`src/rtl/divider_pipe.sv`:
```
// Pipelined restoring divider: one input stage (sign strip, flag detect),
// N division stages producing one quotient bit each (MSB first), and one
// output stage applying the sign fix-up. Latency is N+2 enabled cycles.
module divider_pipe #(
  parameter int N     = 8,
  parameter int M     = 4,
  parameter int TAG_W = 4
) (
  input  logic             clk,
  input  logic             rstn,
  input  logic             en,
  input  logic             in_valid,
  input  logic [N-1:0]     dividend,
  input  logic [M-1:0]     divisor,
  input  logic             sgn,
  input  logic [TAG_W-1:0] tag_in,
  output logic             out_valid,
  output logic [N-1:0]     quotient,
  output logic [M-1:0]     remainder,
  output logic             div_zero,
  output logic             ovf,
  output logic [TAG_W-1:0] tag_out
);

  localparam logic [N-1:0] MOST_NEG = {1'b1, {(N-1){1'b0}}};

  // Stage k (0..N): k=0 is the input stage, k>0 holds k quotient bits.
  logic             v   [0:N];
  logic             nq  [0:N];   // quotient must be negated
  logic             nr  [0:N];   // remainder must be negated
  logic             dz  [0:N];
  logic             ov  [0:N];
  logic [TAG_W-1:0] tg  [0:N];
  logic [M-1:0]     rem [0:N];
  logic [N-1:0]     quo [0:N];
  // Remaining dividend bits and divisor magnitude are not needed after stage N-1.
  logic [N-1:0]     dvd [0:N-1];
  logic [M:0]       dvs [0:N-1];

  // Next-state of each division stage, indexed by the stage it feeds (k+1 -> [k]).
  logic [M-1:0]     rem_n [0:N-1];
  logic [N-1:0]     quo_n [0:N-1];

  // Input-stage decode
  logic             dvd_neg;
  logic             dvs_neg;
  logic             dvs_zero;
  logic             ovf_det;
  logic [M:0]       dvs_ext;
  logic [N-1:0]     dvd_mag;
  logic [M:0]       dvs_mag;

  // Magnitudes and flags; a zero divisor runs the raw dividend through unsigned
  // so the quotient saturates to all ones and the remainder is dividend[M-1:0].
  always_comb begin
    dvs_zero = (divisor == '0);
    dvd_neg  = sgn & dividend[N-1] & ~dvs_zero;
    dvs_neg  = sgn & divisor[M-1];
    dvs_ext  = {dvs_neg, divisor};
    dvs_mag  = dvs_neg ? -dvs_ext : dvs_ext;
    dvd_mag  = dvd_neg ? -dividend : dividend;
    ovf_det  = sgn & (dividend == MOST_NEG) & (&divisor);
  end

  // One restoring step per stage on an M+1-bit partial remainder
  always_comb begin
    logic [M:0] sh;
    logic [M:0] diff;
    for (int unsigned k = 0; k < N; k++) begin
      sh   = {rem[k], dvd[k][N-1]};
      diff = sh - dvs[k];
      if (sh >= dvs[k]) begin
        rem_n[k] = diff[M-1:0];
        quo_n[k] = {quo[k][N-2:0], 1'b1};
      end else begin
        rem_n[k] = sh[M-1:0];
        quo_n[k] = {quo[k][N-2:0], 1'b0};
      end
    end
  end

  // Pipeline registers: all stages advance together on en
  always_ff @(posedge clk or negedge rstn) begin
    if (!rstn) begin
      for (int unsigned k = 0; k <= N; k++) begin
        v[k]   <= 1'b0;
        nq[k]  <= 1'b0;
        nr[k]  <= 1'b0;
        dz[k]  <= 1'b0;
        ov[k]  <= 1'b0;
        tg[k]  <= '0;
        rem[k] <= '0;
        quo[k] <= '0;
      end
      for (int unsigned k = 0; k < N; k++) begin
        dvd[k] <= '0;
        dvs[k] <= '0;
      end
    end else if (en) begin
      v[0]   <= in_valid;
      nq[0]  <= dvd_neg ^ dvs_neg;
      nr[0]  <= dvd_neg;
      dz[0]  <= dvs_zero;
      ov[0]  <= ovf_det;
      tg[0]  <= tag_in;
      rem[0] <= '0;
      quo[0] <= '0;
      dvd[0] <= dvd_mag;
      dvs[0] <= dvs_mag;
      for (int unsigned k = 0; k < N; k++) begin
        v[k+1]   <= v[k];
        nq[k+1]  <= nq[k];
        nr[k+1]  <= nr[k];
        dz[k+1]  <= dz[k];
        ov[k+1]  <= ov[k];
        tg[k+1]  <= tg[k];
        rem[k+1] <= rem_n[k];
        quo[k+1] <= quo_n[k];
        if (k + 1 < N) begin
          dvd[k+1] <= dvd[k] << 1;
          dvs[k+1] <= dvs[k];
        end
      end
    end
  end

  // Output stage: sign fix-up and registered results
  always_ff @(posedge clk or negedge rstn) begin
    if (!rstn) begin
      out_valid <= 1'b0;
      quotient  <= '0;
      remainder <= '0;
      div_zero  <= 1'b0;
      ovf       <= 1'b0;
      tag_out   <= '0;
    end else if (en) begin
      out_valid <= v[N];
      quotient  <= nq[N] ? -quo[N] : quo[N];
      remainder <= nr[N] ? -rem[N] : rem[N];
      div_zero  <= dz[N];
      ovf       <= ov[N];
      tag_out   <= tg[N];
    end
  end

endmodule
```
`config.mk`:
```
export PLATFORM = sky130hd
export DESIGN_NAME = divider_pipe
export DESIGN_NICKNAME = d
export VERILOG_FILES = /design/src/rtl/divider_pipe.sv
export SDC_FILE = /design/constraint.sdc
export NUM_CORES = 1
export LEC_CHECK = 0
export CAP_MARGIN = 25
export CORE_ASPECT_RATIO = 1.25
export CORE_MARGIN = 5
export CORE_UTILIZATION = 45
export DETAILED_ROUTE_END_ITERATION = 6
export GPL_TIMING_DRIVEN = 0
export PLACE_DENSITY_LB_ADDON = 0.05
export SYNTH_ARGS = -nofsm -noshare
export SYNTH_HDL_FRONTEND = slang
export SYNTH_SLANG_ARGS = --single-unit
export TNS_END_PERCENT = 5
```
`constraint.sdc`:
```
create_clock -name clk -period 2.7 [get_ports clk]
set_input_delay 0.675 -clock clk [delete_from_list [all_inputs] [get_ports clk]]
set_output_delay 0.675 -clock clk [all_outputs]
set_load 0.05 [all_outputs]
```
# [Yosys cells after proc, flatten, opt, wreduce, memory -nomap -nowiden]
# Index checks and enable logic that the tools add are counted.
# W data, S select, Z words.
[totals] input_bits=21 out_inout_bits=19 regBits=244 elab_cells=142
[classes] bitwise_logic=7 n_addsub=12 magnitude_cmp=8 eq_ne=1 reduce_logical=2 n_mux=20
[op_table] operator="$mux W4" n=9
[op_table] operator="$ge A5 B5 Y1" n=7
[op_table] operator="$sub A4 B4 Y4" n=7
[op_table] operator="$mux W8" n=2
[op_table] operator="$neg A8 Y8" n=2
[op_table] operator="$eq A8 B8 Y1 const B" n=1
[op_table] operator="$mux W1" n=8
[op_table] operator="$and A1 B1 Y1" n=5
[op_table] operator="$ge A1 B5 Y1" n=1
[op_table] operator="$mux W5" n=1
[op_table] operator="$neg A5 Y5" n=1
[op_table] operator="$logic_not A4 Y1" n=1
[op_table] operator="$neg A4 Y4" n=1
[op_table] operator="$reduce_and A4 Y1" n=1
[op_table] operator="$sub A1 B4 Y4" n=1
[op_table] operator="$not A1 Y1" n=1
[op_table] operator="$xor A1 B1 Y1" n=1

# [Logic depth before layout (Yosys ltp)]
[depth] depth_word=4 mapped_depth=8 mapped_depth_nobuf=7

# [Worst setup path before layout]
# Ideal clock, no wire load.
[synth_path] path_kind="reg2reg" startpoint="register rem[13] (netlist bit)" endpoint="register rem[9] (netlist bit)" t_required_ns=2.575 path_buffers=1 stages_incl_launch_ff=8 arrival_ns=1.836 setup_ns=0.125 slack_ns=0.739 synth_period_minus_slack_ns=1.961 cell_sequence="dfrtp_1 > ha_1 > a21o_1 > a21o_1 > a211o_1 > buf_6 > mux2i_1 > mux2_2"
[synth_via] elab_chain_len=2
[synth_lines] element="start, declared" line="34" rtl="logic [M-1:0] rem [0:N];"
[synth_lines] element="start signal, assigned by index" line="117" rtl="rem[k+1] <= rem_n[k];"
[synth_lines] element="$ge A5 B5 Y1" line="72" rtl="if (sh >= dvs[k]) begin"
[synth_lines] element="$mux W4" line="72"
# No other way between the ends.
# A chain may end at the register's enable or synchronous reset.

# [Worst setup path in the final report]
[layout_path] startpoint="input divisor[0]" endpoint="register dvd[62] (netlist bit)"
[layout_via] elab_chain_len=4
[layout_lines] element="start, declared" line="14" rtl="input logic [M-1:0] divisor,"
[layout_lines] element="$logic_not A4 Y1" line="56" rtl="dvs_zero = (divisor == '0);"
[layout_lines] element="$not A1 Y1" line="57" rtl="dvd_neg = sgn & dividend[N-1] & ~dvs_zero;"
[layout_lines] element="$and A1 B1 Y1" line="57"
[layout_lines] element="$mux W8" line="61" rtl="dvd_mag = dvd_neg ? -dividend : dividend;"
[layout_lines] element="end signal, assigned by index" line="120" rtl="dvd[k+1] <= dvd[k] << 1;"
[layout_lines] element="end, declared" line="37" rtl="logic [N-1:0] dvd [0:N-1];"
# No other way between the ends.

==> metrics.md <==
| Metric | Value |
|---|---|
| Outcome | `completed` |
| CP Max Fanout | `8` |
| Clock Sinks | `~240` |
| Slowest stage delay, CP | `just over 0.7 ns` |
| Setup slack at placement | `-0.316 ns` |
| Slew headroom | `0.413` |
| Router iterations before antenna repair | `6` |
| Final ANT Viol Nets | `0` |
| Cell Chain, Critical Path | `clkdlybuf4s50_1 > inv_1 > ha_1 > nor3b_1 > nor2_2 > o31ai_1 > xor2_1 > a21oi_1` |
| Post-synthesis register bit count | `between 200 and 250` |
| Worst-Margin Slew | `between 0.8 and 0.9 ns` |
| Worst setup EP type | `register` |
| Worst hold path class | `input pin to async pin` |
| Antenna violations before repair | `0` |
| CTS tree | `yes` |
| WP data arrival | `2.84 ns` |
| Post-CTS resize count | `0` |
| Worst-skew pair later-pin latency | `0.53 ns` |
| Mux cell area share after synthesis | `0.182` |
| Area Growth Syn to Fin | `16.0%` |
| Clock Tree Root | `clkbuf_16` |
| Gpl congestion | `around 0.82` |
| Main combinational cell family by area after synthesis | `multiplexers` |
| Final WS setup | `0.258 ns` |
| Total grt overflow | `0` |
| I/O pin count | `40` |
| Worst clock skew | `0.0101 ns` |
| Met2 Track Usage GR | `0.303` |
| Clock transition at the registers of the reported paths | `approximately 0.06 ns` |
| Share of cells above drive strength 1 | `0.234` |
| Pwr Density | `~1000 mW/mm^2` |
| Clock buffer count from CTS | `26` |
| Die height | `approximately 180 um` |
| Crit path max-delay family | `simple AND/OR/NAND/NOR gates` |
| Fill count | `2,044` |
| CP max-delay cell | `nor3b_1` |
| Sequential fraction of the synthesis area | `0.564` |
| Tot Pwr | `12.9 mW` |
| Core footprint | `0.0237 sq mm` |
| CP startpoint | `divisor[0]` |
| Final Hold Fails | `0` |
| Vias | `about 6,700` |
| DIE AREA | `about 0.027 sq mm` |
| Post-synthesis compound-gate area fraction | `0.0732` |
| Placed wire-length estimate | `around 16 mm` |
| Largest net degree at the start of global routing | `107` |
| GR Layer Usage met1 | `0.221` |
| Post-CTS Setup Bufs | `0` |
| Post-Route Utilization | `0.529` |
| Post-route minimum period | `roughly 2.4 ns` |
| GRT Overall Usage | `0.173` |
| Post-Syn Area | `~0.011 sq mm` |
| Synth Area in Simple Gates | `0.0560` |
| VDD IR max | `around 0.67 mV` |
| Adder-Cell Fraction of Synth Area | `0.0615` |
| Number of antenna cells inserted | `0` |
| Bufs on Longest Clock Path | `3` |
| Synth warn | `0` |
| Final setup vio count | `0` |
| Nets@finish | `~1,000` |
| CP startpoint kind | `input pin` |
| Met3 Use GR | `0.0284` |
| Highest clock rate | `0.410 GHz` |
| Routed WL | `between 20 and 25 mm` |
| Htree depth | `1` |
| Critical path class | `input pin to register` |
| Initial core utilization | `0.456` |
| Syn Area/Cell | `around 12 sq um` |
| Vias in the first global route | `between 7,000 and 8,000` |
| Global routing's busiest layer | `met2` |
| Drt wl/cell | `17.6 um` |
| Buffers on Ports | `38` |
| Syn Nets | `between 900 and 1,000` |
| Cts hold-fix bufs | `0` |
| Reg2reg start | `rem[25]$_DFFE_PN0P_` |
| Syn Inst Count | `about 890` |
| Die Wd | `149 um` |
| # DRC | `0` |
| Crit share post-route | `0.904` |
| Post-DR vias/cell | `a little over 5` |
| Row cnt | `63` |
| DR iter-0 viols | `about 280` |
| Slew Viols, Final | `0` |
| Xor and xnor area share after synthesis | `0.0227` |
| First-pass GRT wire length | `about 38 mm` |
| Netlist cell types | `39` |
| Max Cap Viol | `0` |
| RSZ-0062 raised after global routing | `no` |
| WP buf/inv | `2` |
| CP required | `between 3 and 4 ns` |
| Cell leakage power | `~5.6 nW` |
-- cell usage after synthesis --
| library cell | number | area share |
|---|---|---|
| a211o_1 | 3 | 0.0024 |
| a21o_1 | 7 | 0.0049 |
| a21oi_1 | 46 | 0.021 |
| a311o_1 | 1 | 0.00093 |
| a31oi_1 | 15 | 0.0087 |
| a41oi_1 | 1 | 0.00081 |
| buf_1 | 5 | 0.0017 |
| buf_2 | 20 | 0.0093 |
| buf_6 | 1 | 0.0010 |
| clkbuf_1 | 15 | 0.0052 |
| dfrtp_1 | 244 | 0.56 |
| fa_1 | 7 | 0.013 |
| ha_1 | 42 | 0.049 |
| inv_1 | 65 | 0.023 |
| mux2_2 | 153 | 0.16 |
| mux2i_1 | 25 | 0.023 |
| nand2_1 | 59 | 0.020 |
| nand2b_1 | 1 | 0.00058 |
| nand3_1 | 3 | 0.0014 |
| nand4_1 | 3 | 0.0017 |
| nor2_1 | 50 | 0.017 |
| nor2_2 | 1 | 0.00058 |
| nor2b_1 | 7 | 0.0040 |
| nor3_1 | 2 | 0.00093 |
| nor3b_1 | 2 | 0.0014 |
| nor4_1 | 2 | 0.0012 |
| o211ai_1 | 1 | 0.00069 |
| o21a_1 | 1 | 0.00069 |
| o21ai_0 | 50 | 0.023 |
| o21ai_1 | 2 | 0.00093 |
| o21bai_1 | 1 | 0.00069 |
| o221ai_2 | 1 | 0.0014 |
| o22ai_1 | 3 | 0.0017 |
| o31a_1 | 1 | 0.00081 |
| o31ai_1 | 6 | 0.0042 |
| or2_2 | 8 | 0.0046 |
| or3_1 | 3 | 0.0017 |
| xnor2_1 | 15 | 0.012 |
| xor2_1 | 13 | 0.011 |
-- power breakdown --
part           total [mW]  switching [mW]  leakage [nW]  internal [mW]
clock                3.62            1.40         0.436           2.22
sequential           5.33           0.651          2.94           4.68
combinational        3.98            2.11          2.25           1.87
-- stage by stage --
step	setup TNS, ns	hold WS, ns	std cells	instance area, sq um
final	0	0.0742	1296	12500
after global routing	0	0.116	1296	12500
after CTS	0	0.101	1296	12500
after detailed placement	-1.82	0.473	1250	11700
after global placement	-2244.82	0.468	1248	11600
after floorplan	0	0.379	885	10800
-- cells by family (layout without fill, tap and decap cells) --
kind of cell | after synthesis | in the layout
adder cells (fa/ha/maj) | 49 | 49
multiplexers | 178 | 178
AO/OA/AOI/OAI | 139 | 139
XOR/XNOR | 28 | 28
AND/OR/NAND/NOR | 141 | 141
flip-flops | 244 | 244
buffers and inverters | 106 | 192
-- metal layers --
layer,up-vias,wire (um),share of wire
met3,48,719,0.031
met4,0,708,0.031
met2,100,11600,0.51
li1,3156,-,-
met1,3365,9760,0.43
met5,-,0,0
-- placed cells by master, fill, tap and decap left out, types with 4 or more instances in the layout --
master	instances
mux2_2	153
mux2i_1	25
a31oi_1	15
o21ai_0	50
dfrtp_1	244
xor2_1	13
clkbuf_8	6
a21o_1	7
a21oi_1	46
or2_2	8
xnor2_1	15
inv_1	65
clkinv_2	4
ha_1	42
buf_1	5
clkbuf_1	21
fa_1	7
nor2b_1	7
buf_2	20
clkbuf_16	26
clkdlybuf4s50_1	37
nand2_1	59
nor2_1	50
o31ai_1	6
-- registers in the layout (all words and copies together) (netlist names) --
register / count
dvd: 36
dvs: 40
rem: 32
quo: 36
ovf: 1
nr: 9
quotient: 8
out_valid: 1
tag_out: 4
v: 9
tg: 36
div_zero: 1
dz: 9
nq: 9
remainder: 4
ov: 9
-- worst register-to-register path, delay by kind of cell, from the launching register on --
kind | cells | cell delay, ns
DFF | 1 | 0.40
AOI/OAI and AO/OA | 4 | 1.05
muxes | 1 | 0.32
adders and majority gates | 1 | 0.34
-- worst paths after layout --
| kind | to | slack (ns) | depth (start not counted) |
|---|---|---|---|
| min in group clk | dvd[47]$_DFFE_PN0P_ | 0.48 | 2 |
| max | dvd[62]$_DFFE_PN0P_ | 0.26 | 8 |
| max in group asynchronous | quo[14]$_DFFE_PN0P_ | 1.72 | 2 |
| min reg2reg | dvd[47]$_DFFE_PN0P_ | 0.48 | 2 |
| max reg2reg | rem[23]$_DFFE_PN0P_ | 0.47 | 6 |
| min | dvs[7]$_DFFE_PN0P_ | 0.07 | 1 |
-- layout make-up --
| cell class | instances | area, sq um | share of cell area |
|---|---|---|---|
| sequential | 244 | 6110 | 0.487 |
| multi-input combinational | 535 | 4280 | 0.341 |
| clock buffer | 38 | 756 | 0.0602 |
| timing repair buffer | 40 | 440 | 0.0351 |
| tap | 325 | 407 | 0.0324 |
| inverter | 65 | 244 | 0.0194 |
| buffer | 41 | 186 | 0.0149 |
| clock inverter | 8 | 126 | 0.0101 |
Note: power is estimated with default switching activity, not from simulation.
